[src/rtl/dispatch_credit_ctrl_pkg.sv]
// Shared constants, FSM encodings and popcount helper for the dispatch credit controller.
package dispatch_credit_ctrl_pkg;

    localparam int unsigned DISPATCH_WIDTH = 4;
    localparam int unsigned IQ_SIZE        = 32;
    localparam int unsigned AL_SIZE        = 128;
    localparam int unsigned LQ_SIZE        = 32;
    localparam int unsigned SQ_SIZE        = 32;
    localparam int unsigned RECOVER_CYCLES = 3;

    localparam int unsigned IQ_CW  = $clog2(IQ_SIZE) + 1;
    localparam int unsigned AL_CW  = $clog2(AL_SIZE) + 1;
    localparam int unsigned LQ_CW  = $clog2(LQ_SIZE) + 1;
    localparam int unsigned SQ_CW  = $clog2(SQ_SIZE) + 1;
    localparam int unsigned DEM_W  = $clog2(DISPATCH_WIDTH) + 1;
    localparam int unsigned FREE_W = 3;
    localparam int unsigned RCNT_W = $clog2(RECOVER_CYCLES);

    localparam logic [0:0] ST_RUN     = 1'b0;
    localparam logic [0:0] ST_RECOVER = 1'b1;

    function automatic logic [DEM_W-1:0] popcount(input logic [DISPATCH_WIDTH-1:0] v);
        logic [DEM_W-1:0] n;
        n = '0;
        for (int i = 0; i < int'(DISPATCH_WIDTH); i++) begin
            n = n + DEM_W'(v[i]);
        end
        return n;
    endfunction

endpackage

[src/rtl/dispatch_credit_ctrl_if.sv]
// Dispatch-side bundle, credit-return and status signals of the credit controller.
interface dispatch_credit_ctrl_if;
    import dispatch_credit_ctrl_pkg::*;

    logic                      flush_i;
    logic                      renameReady_i;
    logic [DISPATCH_WIDTH-1:0] instValid_i;
    logic [DISPATCH_WIDTH-1:0] isLoad_i;
    logic [DISPATCH_WIDTH-1:0] isStore_i;
    logic [FREE_W-1:0]         iqFreed_i;
    logic [FREE_W-1:0]         alFreed_i;
    logic [FREE_W-1:0]         lqFreed_i;
    logic [FREE_W-1:0]         sqFreed_i;
    logic                      stall_o;
    logic                      dispatch_o;
    logic [IQ_CW-1:0]          iqCredits_o;
    logic [AL_CW-1:0]          alCredits_o;
    logic [LQ_CW-1:0]          lqCredits_o;
    logic [SQ_CW-1:0]          sqCredits_o;
    logic                      recovering_o;

    modport slave (
        input  flush_i, renameReady_i, instValid_i, isLoad_i, isStore_i,
               iqFreed_i, alFreed_i, lqFreed_i, sqFreed_i,
        output stall_o, dispatch_o, iqCredits_o, alCredits_o, lqCredits_o,
               sqCredits_o, recovering_o
    );

    modport master (
        output flush_i, renameReady_i, instValid_i, isLoad_i, isStore_i,
               iqFreed_i, alFreed_i, lqFreed_i, sqFreed_i,
        input  stall_o, dispatch_o, iqCredits_o, alCredits_o, lqCredits_o,
               sqCredits_o, recovering_o
    );

endinterface

[src/rtl/dispatch_credit_ctrl_credit_counter.sv]
// Saturating free-entry counter for one back-end resource with a sticky range-error flag.
module credit_counter
    import dispatch_credit_ctrl_pkg::*;
#(
    parameter int unsigned SIZE = 32
) (
    input  logic                   clk,
    input  logic                   reset,
    input  logic                   reload_i,
    input  logic [DEM_W-1:0]       consume_i,
    input  logic [FREE_W-1:0]      release_i,
    output logic [$clog2(SIZE):0]  count_o,
    output logic                   err_o
);

    localparam int unsigned CW = $clog2(SIZE) + 1;

    logic [CW-1:0] count_q, count_d;
    logic          err_q, err_d;
    logic [CW:0]   sum_c, diff_c;

    // One extra bit of headroom so over/underflow is detected instead of wrapping.
    always_comb begin
        count_d = count_q;
        err_d   = err_q;
        sum_c   = (CW+1)'(count_q) + (CW+1)'(release_i);
        diff_c  = sum_c - (CW+1)'(consume_i);
        if (reload_i) begin
            count_d = CW'(SIZE);
        end else if (sum_c < (CW+1)'(consume_i)) begin
            count_d = '0;
            err_d   = 1'b1;
        end else if (diff_c > (CW+1)'(SIZE)) begin
            count_d = CW'(SIZE);
            err_d   = 1'b1;
        end else begin
            count_d = diff_c[CW-1:0];
        end
    end

    always_ff @(posedge clk) begin
        if (reset) begin
            count_q <= CW'(SIZE);
            err_q   <= 1'b0;
        end else begin
            count_q <= count_d;
            err_q   <= err_d;
        end
    end

    assign count_o = count_q;
    assign err_o   = err_q;

endmodule

[src/rtl/dispatch_credit_ctrl.sv]
// Whole-bundle dispatch gate: tracks IQ/AL/LQ/SQ credits and sequences flush recovery.
module dispatch_credit_ctrl
    import dispatch_credit_ctrl_pkg::*;
(
    input  logic                  clk,
    input  logic                  reset,
    dispatch_credit_ctrl_if.slave bus
);

    logic [0:0]        state_q, state_d;
    logic [RCNT_W-1:0] rcnt_q, rcnt_d;
    logic              dispatch_c, stall_c, fits_c, accept_free_c;
    logic [DEM_W-1:0]  n_inst_c, n_ld_c, n_st_c;
    logic [DEM_W-1:0]  cons_inst_c, cons_ld_c, cons_st_c;
    logic [IQ_CW-1:0]  iq_cnt;
    logic [AL_CW-1:0]  al_cnt;
    logic [LQ_CW-1:0]  lq_cnt;
    logic [SQ_CW-1:0]  sq_cnt;
    logic [3:0]        err_w;

    assign n_inst_c = popcount(bus.instValid_i);
    assign n_ld_c   = popcount(bus.instValid_i & bus.isLoad_i);
    assign n_st_c   = popcount(bus.instValid_i & bus.isStore_i);

    // Registered credits only: returns become usable one cycle later.
    assign fits_c = (iq_cnt >= IQ_CW'(n_inst_c)) && (al_cnt >= AL_CW'(n_inst_c)) &&
                    (lq_cnt >= LQ_CW'(n_ld_c))   && (sq_cnt >= SQ_CW'(n_st_c));

    always_comb begin
        state_d    = state_q;
        rcnt_d     = rcnt_q;
        dispatch_c = 1'b0;
        stall_c    = 1'b0;
        case (state_q)
            ST_RUN: begin
                dispatch_c = bus.renameReady_i && fits_c && !bus.flush_i;
                stall_c    = bus.renameReady_i && !fits_c;
                if (bus.flush_i) begin
                    state_d = ST_RECOVER;
                    rcnt_d  = RCNT_W'(RECOVER_CYCLES - 1);
                end
            end
            ST_RECOVER: begin
                stall_c = 1'b1;
                if (bus.flush_i) begin
                    rcnt_d = RCNT_W'(RECOVER_CYCLES - 1);
                end else if (rcnt_q == '0) begin
                    state_d = ST_RUN;
                end else begin
                    rcnt_d = rcnt_q - RCNT_W'(1);
                end
            end
            default: begin
                state_d = ST_RUN;
                rcnt_d  = '0;
            end
        endcase
    end

    always_ff @(posedge clk) begin
        if (reset) begin
            state_q <= ST_RUN;
            rcnt_q  <= '0;
        end else begin
            state_q <= state_d;
            rcnt_q  <= rcnt_d;
        end
    end

    // The back end is squashed on flush, so returns are meaningless until RUN resumes.
    assign accept_free_c = (state_q == ST_RUN) && !bus.flush_i;
    assign cons_inst_c   = dispatch_c ? n_inst_c : '0;
    assign cons_ld_c     = dispatch_c ? n_ld_c   : '0;
    assign cons_st_c     = dispatch_c ? n_st_c   : '0;

    credit_counter #(.SIZE(IQ_SIZE)) u_iq (
        .clk(clk), .reset(reset), .reload_i(bus.flush_i), .consume_i(cons_inst_c),
        .release_i(accept_free_c ? bus.iqFreed_i : '0), .count_o(iq_cnt), .err_o(err_w[0])
    );
    credit_counter #(.SIZE(AL_SIZE)) u_al (
        .clk(clk), .reset(reset), .reload_i(bus.flush_i), .consume_i(cons_inst_c),
        .release_i(accept_free_c ? bus.alFreed_i : '0), .count_o(al_cnt), .err_o(err_w[1])
    );
    credit_counter #(.SIZE(LQ_SIZE)) u_lq (
        .clk(clk), .reset(reset), .reload_i(bus.flush_i), .consume_i(cons_ld_c),
        .release_i(accept_free_c ? bus.lqFreed_i : '0), .count_o(lq_cnt), .err_o(err_w[2])
    );
    credit_counter #(.SIZE(SQ_SIZE)) u_sq (
        .clk(clk), .reset(reset), .reload_i(bus.flush_i), .consume_i(cons_st_c),
        .release_i(accept_free_c ? bus.sqFreed_i : '0), .count_o(sq_cnt), .err_o(err_w[3])
    );

    assign bus.dispatch_o   = dispatch_c;
    assign bus.stall_o      = stall_c;
    assign bus.iqCredits_o  = iq_cnt;
    assign bus.alCredits_o  = al_cnt;
    assign bus.lqCredits_o  = lq_cnt;
    assign bus.sqCredits_o  = sq_cnt;
    assign bus.recovering_o = (state_q == ST_RECOVER);

    credit_range_ok: assert property (@(posedge clk) disable iff (reset) !(|err_w));

endmodule
[src/flat_wrapper.sv]
// flat-port wrapper written by rule: the top's interface ports become plain ports
module dispatch_credit_ctrl_flat import dispatch_credit_ctrl_pkg::*;
  (clk, reset, bus_flush_i, bus_renameReady_i, bus_instValid_i, bus_isLoad_i, bus_isStore_i, bus_iqFreed_i, bus_alFreed_i, bus_lqFreed_i, bus_sqFreed_i, bus_stall_o, bus_dispatch_o, bus_iqCredits_o, bus_alCredits_o, bus_lqCredits_o, bus_sqCredits_o, bus_recovering_o);
  dispatch_credit_ctrl_if bus_i ();
  input  logic clk;
  input  logic reset;
  input wire logic [$bits(bus_i.flush_i)-1:0] bus_flush_i;
  input wire logic [$bits(bus_i.renameReady_i)-1:0] bus_renameReady_i;
  input wire logic [$bits(bus_i.instValid_i)-1:0] bus_instValid_i;
  input wire logic [$bits(bus_i.isLoad_i)-1:0] bus_isLoad_i;
  input wire logic [$bits(bus_i.isStore_i)-1:0] bus_isStore_i;
  input wire logic [$bits(bus_i.iqFreed_i)-1:0] bus_iqFreed_i;
  input wire logic [$bits(bus_i.alFreed_i)-1:0] bus_alFreed_i;
  input wire logic [$bits(bus_i.lqFreed_i)-1:0] bus_lqFreed_i;
  input wire logic [$bits(bus_i.sqFreed_i)-1:0] bus_sqFreed_i;
  output wire logic [$bits(bus_i.stall_o)-1:0] bus_stall_o;
  output wire logic [$bits(bus_i.dispatch_o)-1:0] bus_dispatch_o;
  output wire logic [$bits(bus_i.iqCredits_o)-1:0] bus_iqCredits_o;
  output wire logic [$bits(bus_i.alCredits_o)-1:0] bus_alCredits_o;
  output wire logic [$bits(bus_i.lqCredits_o)-1:0] bus_lqCredits_o;
  output wire logic [$bits(bus_i.sqCredits_o)-1:0] bus_sqCredits_o;
  output wire logic [$bits(bus_i.recovering_o)-1:0] bus_recovering_o;
  assign bus_i.flush_i = bus_flush_i;
  assign bus_i.renameReady_i = bus_renameReady_i;
  assign bus_i.instValid_i = bus_instValid_i;
  assign bus_i.isLoad_i = bus_isLoad_i;
  assign bus_i.isStore_i = bus_isStore_i;
  assign bus_i.iqFreed_i = bus_iqFreed_i;
  assign bus_i.alFreed_i = bus_alFreed_i;
  assign bus_i.lqFreed_i = bus_lqFreed_i;
  assign bus_i.sqFreed_i = bus_sqFreed_i;
  assign bus_stall_o = bus_i.stall_o;
  assign bus_dispatch_o = bus_i.dispatch_o;
  assign bus_iqCredits_o = bus_i.iqCredits_o;
  assign bus_alCredits_o = bus_i.alCredits_o;
  assign bus_lqCredits_o = bus_i.lqCredits_o;
  assign bus_sqCredits_o = bus_i.sqCredits_o;
  assign bus_recovering_o = bus_i.recovering_o;
  dispatch_credit_ctrl u_core (.clk(clk), .reset(reset), .bus(bus_i));
endmodule
[config.mk]
export PLATFORM = sky130hd
export DESIGN_NAME = dispatch_credit_ctrl_flat
export DESIGN_NICKNAME = d
export VERILOG_FILES = /design/src/rtl/dispatch_credit_ctrl_pkg.sv /design/src/rtl/dispatch_credit_ctrl_if.sv /design/src/rtl/dispatch_credit_ctrl_credit_counter.sv /design/src/rtl/dispatch_credit_ctrl.sv /design/src/flat_wrapper.sv
export SDC_FILE = /design/constraint.sdc
export NUM_CORES = 1
export LEC_CHECK = 0
export BUFFER_PORTS_ARGS = -buffer_cell sky130_fd_sc_hd__buf_2
export CORE_ASPECT_RATIO = 1.75
export CORE_UTILIZATION = 60
export CTS_BUF_LIST = sky130_fd_sc_hd__clkbuf_8
export DETAILED_ROUTE_END_ITERATION = 12
export HOLD_SLACK_MARGIN = 0.03
export PLACE_DENSITY = 0.89
export RECOVER_POWER = 100
export SLEW_MARGIN = 40
export SYNTH_ARGS = -nofsm -noshare
export SYNTH_HDL_FRONTEND = slang
export SYNTH_HIERARCHICAL = 1
export SYNTH_SLANG_ARGS = --single-unit
export TNS_END_PERCENT = 5
[constraint.sdc]
create_clock -name clk -period 7.6 [get_ports clk]
set_clock_uncertainty 0.15 [all_clocks]
set_input_delay 1.52 -clock clk [delete_from_list [all_inputs] [get_ports clk]]
set_output_delay 1.52 -clock clk [all_outputs]
set_load 0.1 [all_outputs]
# After elaboration in Yosys (flattened, before gate mapping)
# Index checks and enable logic that the tools add are counted.
# totals
register_bits,29
latch_bits,0
ramBits,0
romBits,0
input_bits,28
wordCells,86
mem_count,0
# op_classes
add_sub_neg,18
multipliers,0
n_div,0
magnitude_cmp,12
eq_ne,2
shifts,0
n_mux,25
bitwise,3
reduce_logical,16
# op_table
operator,count
2-to-1 mux 6 bit,6
adder 6 x 3 -> 7 bit,3
"greater-than comparator 7 x 6 -> 1 bit, second input constant",3
less-than comparator 7 x 3 -> 1 bit,3
2-to-1 mux 3 bit,7
subtractor 7 x 3 -> 7 bit,3
adder 3 x 1 -> 3 bit,6
greater-or-equal comparator 6 x 3 -> 1 bit,3
2-to-1 mux 8 bit,2
OR reduction 4 bit,4
adder 8 x 3 -> 9 bit,1
"greater-than comparator 9 x 8 -> 1 bit, second input constant",1
less-than comparator 9 x 3 -> 1 bit,1
subtractor 9 x 3 -> 9 bit,1
bitwise AND 4 bit,2
greater-or-equal comparator 8 x 3 -> 1 bit,1
logical AND 1 bit,7
adder 1 x 1 -> 2 bit,3
2-to-1 mux 2 bit,3
2-to-1 mux 1 bit,4
case mux 1 bit (2 select lines),2
case mux 2 bit (2 select lines),1
"!= test 3 bit, second input constant",1
logical NOT 1 bit,2
other kinds (6),6

# Logic depth before layout (Yosys ltp)
# depth
word_depth,15
depth_mapped,21
ltp_nobuf,21

# Modules after synthesis
# The synthesis kept the hierarchy.
# by_module_without_submodules
module,instances,cells_each,area_per_inst_um2
credit_counter at u_core.u_iq ...,2,80,708.2
credit_counter at u_core.u_al,1,114,1001.0
dispatch_credit_ctrl,1,103,790.8
credit_counter at u_core.u_sq,1,80,715.7

# Worst setup path before layout
# No wires, ideal clock.
# synth_path
kind,input to register
startpoint,input bus_instValid_i[0]
endpoint,"register, netlist name u_core/u_al/err_o"
arrival_ns,6.769
t_required_ns,7.328
slack_ns,0.559
path_stages,18
n_path_buf,0
path_cell_list,fa_1 -> ha_1 -> ha_1 -> inv_1 -> ha_1 -> o21ai_0 -> o21ai_0 -> o41ai_4 -> nor3_2 -> and2_1 -> ha_1 -> inv_1 -> fa_1 -> a21oi_2 -> a2111oi_0 -> nor3_1 -> o2111ai_4 -> a311o_1
# synth_rtl
element,line,text
start: declaration,flat_wrapper.sv:9,input wire logic [$bits(bus_i.instValid_i)-1:0] bus_instValid_i;

# Worst setup path in the final report
# layout_path
startpoint,input bus_instValid_i[0]
endpoint,register u_core.u_al.count_q[3] (netlist: u_core/u_al/count_o[3])
# layout_via
elab_chain_len,14
elab_cells_between_ends,26
cone_classes,add/sub: 10; order compare: 6; mux: 2; bitwise: 2; reduce/logical: 6
# layout_rtl
element,line,text
adder 1 x 1 -> 2 bit or bitwise AND 4 bit (tied branches),"dispatch_credit_ctrl_pkg.sv:26, dispatch_credit_ctrl.sv:22",
adder 3 x 1 -> 3 bit or adder 1 x 1 -> 2 bit (tied branches),dispatch_credit_ctrl_pkg.sv:26,n = n + DEM_W'(v[i]);
adder 3 x 1 -> 3 bit,dispatch_credit_ctrl_pkg.sv:26,
"greater-or-equal comparator 8 x 3 -> 1 bit, or another cell as far along",dispatch_credit_ctrl.sv:26,assign fits_c = (iq_cnt >= IQ_CW'(n_inst_c)) && (al_cnt >= AL_CW'(n_inst_c)) &&
logical AND 1 bit or greater-or-equal comparator 6 x 3 -> 1 bit (tied branches),"dispatch_credit_ctrl.sv:26, dispatch_credit_ctrl.sv:27",
logical AND 1 bit,dispatch_credit_ctrl.sv:26,
logical AND 1 bit,dispatch_credit_ctrl.sv:27,(lq_cnt >= LQ_CW'(n_ld_c)) && (sq_cnt >= SQ_CW'(n_st_c));
logical AND 1 bit (2 in series),dispatch_credit_ctrl.sv:36,dispatch_c = bus.renameReady_i && fits_c && !bus.flush_i;
2-to-1 mux 1 bit,dispatch_credit_ctrl.sv:34,case (state_q)
2-to-1 mux 3 bit *,dispatch_credit_ctrl.sv:72,assign cons_inst_c = dispatch_c ? n_inst_c : '0;
net u_core.cons_inst_c[0],dispatch_credit_ctrl.sv:14,"logic [DEM_W-1:0] cons_inst_c, cons_ld_c, cons_st_c;"
subtractor 9 x 3 -> 9 bit,dispatch_credit_ctrl_credit_counter.sv:27,diff_c = sum_c - (CW+1)'(consume_i);
greater-than comparator 9 x 8 -> 1 bit,dispatch_credit_ctrl_credit_counter.sv:33,end else if (diff_c > (CW+1)'(SIZE)) begin
OR reduction 4 bit (no source line),n/a,
end signal: assignment,dispatch_credit_ctrl_credit_counter.sv:43,count_q <= CW'(SIZE);
end signal: assignment,dispatch_credit_ctrl_credit_counter.sv:46,count_q <= count_d;
end: declaration,dispatch_credit_ctrl_credit_counter.sv:18,"logic [CW-1:0] count_q, count_d;"
# The timed path passes the listed nets; every way through them passes the cells marked *.
# A chain may end at the register's enable or synchronous reset.

==> metrics.yaml <==
timing:
  post-route-period-util_pct: 87.5
  period_needed_ns: 6.65
  hold_ws_ns: 0.410
  setup_viol: 0
  worst_pin_slew_ns: 1.19
  slew_headroom_pct: 20.8
  hold_viol_final: 0
  drv_slew: 0
  setup_tns_ns: 0
  fmax_mhz: 150
  rsz0062_at_grt: "no"
global_routing:
  grt_usage_pct: 29.6
  grt_pass1_vias: 3505
  grt_overflow: 0
  grt_pass1_wl_mm: 14.8
  antenna_found_initial: 0
  grt_start_max_net_pins: 15
critical_path:
  cp_common_cell: "ha_1"
  start_kind: "primary input"
  worst_setup_path_end_kind: "flip-flop"
  cp_slowest_stage_delay_ns: 0.56
  critical_path_required_ns: 7.64
  rrSetupSlack_ns: 2.93
  worstPathMaxFanout: 8
  crit_chain: "buf_2 -> nand2_1 -> fa_1 -> inv_1 -> ha_1 -> ha_1 -> inv_1 -> ha_1 -> o21ai_0 -> o21ai_0 -> o21ai_1 -> nor3_1 -> and2_0 -> ha_1 -> inv_1 -> fa_1 -> a21oi_1 -> o21ai_0 -> a211oi_1 -> o21a_2 -> o2111ai_4 -> a211oi_1"
  path_buf_inv: 4
  path_delay_family: "compound AO/OA/AOI/OAI gates"
  critPathArrivalTime_ns: 6.70
  worst_path_max_delay_cell: "fa_1"
  critPathKind: "in -> reg"
power_and_ir_drop:
  peakVddDrop_uv: 145
  power_mw: 0.783
  powerDensity_nw_per_um2: 193
  leakagePower_nw: 1.65
detailed_routing:
  drt_wl_total_mm: 9.26
  via_per_inst: 6.13
  via_count: 3492
  drc: 0
  ant_nets: 0
  wl_per_cell_um: 16.2
  dr.pass1.iters: 5
  drt_iter0_markers: 199
floorplanning:
  ios: 57
  fp-row-count: 37
  start_util_pct: 62.7
  coreArea_um2: 5970
  fp.dieW_um: 61.7
  chipHeight_um: 107
  dieArea_um2: 6580
placed_design:
  dp_hpwl_mm: 7.47
  port_buffers: 56
  place_inst: 563
  place_area_um2: 4040
  gp_congestion: 0.975
cts:
  cts.path.max_buffers: 2
  ctsHoldBuffers: 0
  cts_tree: "done"
  h-tree-depth: 2
  clk_pin_slew_worst_paths_ns: 0.06
  cts_setup_buffers: 0
  clk_latency_ns: 0.29
  cts_resized: 0
  clock-sinks: 29
  clockRootBuffer: "clkbuf_8"
  cts_buffers: 5
cells_and_area:
  drive_above_1_share_pct: 13.2
  nets: 574
  stdcell_count: 570
  antennaDiodeCount: 0
  multi_input_area_um2: 2890
  synthToLayoutAreaGrowth_pct: 8.01
  regArea_um2: 581
  fill_cells: 533
  final_area_um2: 4050
synth:
  synth_cells: 438
  syn-num-nets: 520
  syn_area_um2: 3750
  syn_avg_cell_area_um2: 8.56
  ys_warn_count: 6
flow_run:
  maxCapViolations: 0
outcome:
  outcome: "complete, no violations"
hold_path:
  hold_path.class: "reg -> reg"
## per-stage QoR
| step | setup slack [ns] | utilization, % |
|---|---|---|
| floorplan | 0.703 | - |
| global route | 0.596 | 67.8 |
| global placement | 1.28 | 67.7 |
| finish | 0.947 | 67.8 |
| detailed placement | 1.12 | 67.7 |
| CTS | 1.39 | 69.2 |
## worst paths after layout
check / from / to / depth (start not counted)
worst max-delay path: bus_instValid_i[0] / u_core/u_al/count_o[3]$_SDFF_PP0_ / 22
worst min-delay path: u_core/rcnt_q[0]$_SDFFE_PP0P_ / u_core/rcnt_q[0]$_SDFFE_PP0P_ / 2
worst max register to register: u_core/u_iq/count_o[0]$_SDFF_PP0_ / u_core/u_al/count_o[3]$_SDFF_PP0_ / 16
worst min register to register: u_core/rcnt_q[0]$_SDFFE_PP0P_ / u_core/rcnt_q[0]$_SDFFE_PP0P_ / 2
## routing by layer
metal | track usage, % | up-vias | share of wire (%) | wire length [um]
li1 | - | 1705 | - | -
met1 | 30.2 | 1645 | 38 | 3560
met2 | 53.8 | 118 | 55 | 5050
met3 | 4.01 | 24 | 3.6 | 335
met4 | 16.7 | 0 | 3.3 | 305
met5 | 0 | - | 0 | 0
## cell type report
type	count	area share, %
sequential	29	14.3
timing repair buffer	56	6.00
inverter	41	3.80
clock buffer	6	2.04
tap	78	2.41
multi-input combinational	359	71.3
clock inverter	1	0.0927
## where the power goes
part	switching, mW	leakage (nW)	total [mW]	internal [mW]
combinational	0.309	1.37	0.462	0.153
sequential	0.0257	0.236	0.191	0.165
clock	0.0596	0.0485	0.130	0.0703
## layout by cell type, fill, tap and decap left out, types with 6 or more instances in the layout
cell type   n
o21ai_0    10
a21o_1      8
dfxtp_1    29
buf_2      26
clkbuf_8    6
o211ai_1    6
a211oi_1    9
clkbuf_1   30
ha_1       43
nand2_1    35
nor4_1      9
xor2_1      6
xnor2_1    17
fa_1       11
nor2_1     34
a21oi_1    26
nor3_1      7
nand3_1    17
and2_1     16
inv_1      42
## worst min-delay path, stage by stage (launching register included)
cell and delay [ns]:
dfxtp_1 0.35, xnor2_1 0.13, nor3_1 0.04
## state kept, by name, indices dropped and copies added, names as in the netlist
name and count:
u_core/u_lq/count_o 6, u_core/u_al/count_o 8, u_core/u_sq/count_o 6, u_core/u_iq/count_o 6
u_core/rcnt_q 2, u_core/bus.recovering_o 1
Power figures use the tool's default switching activity.
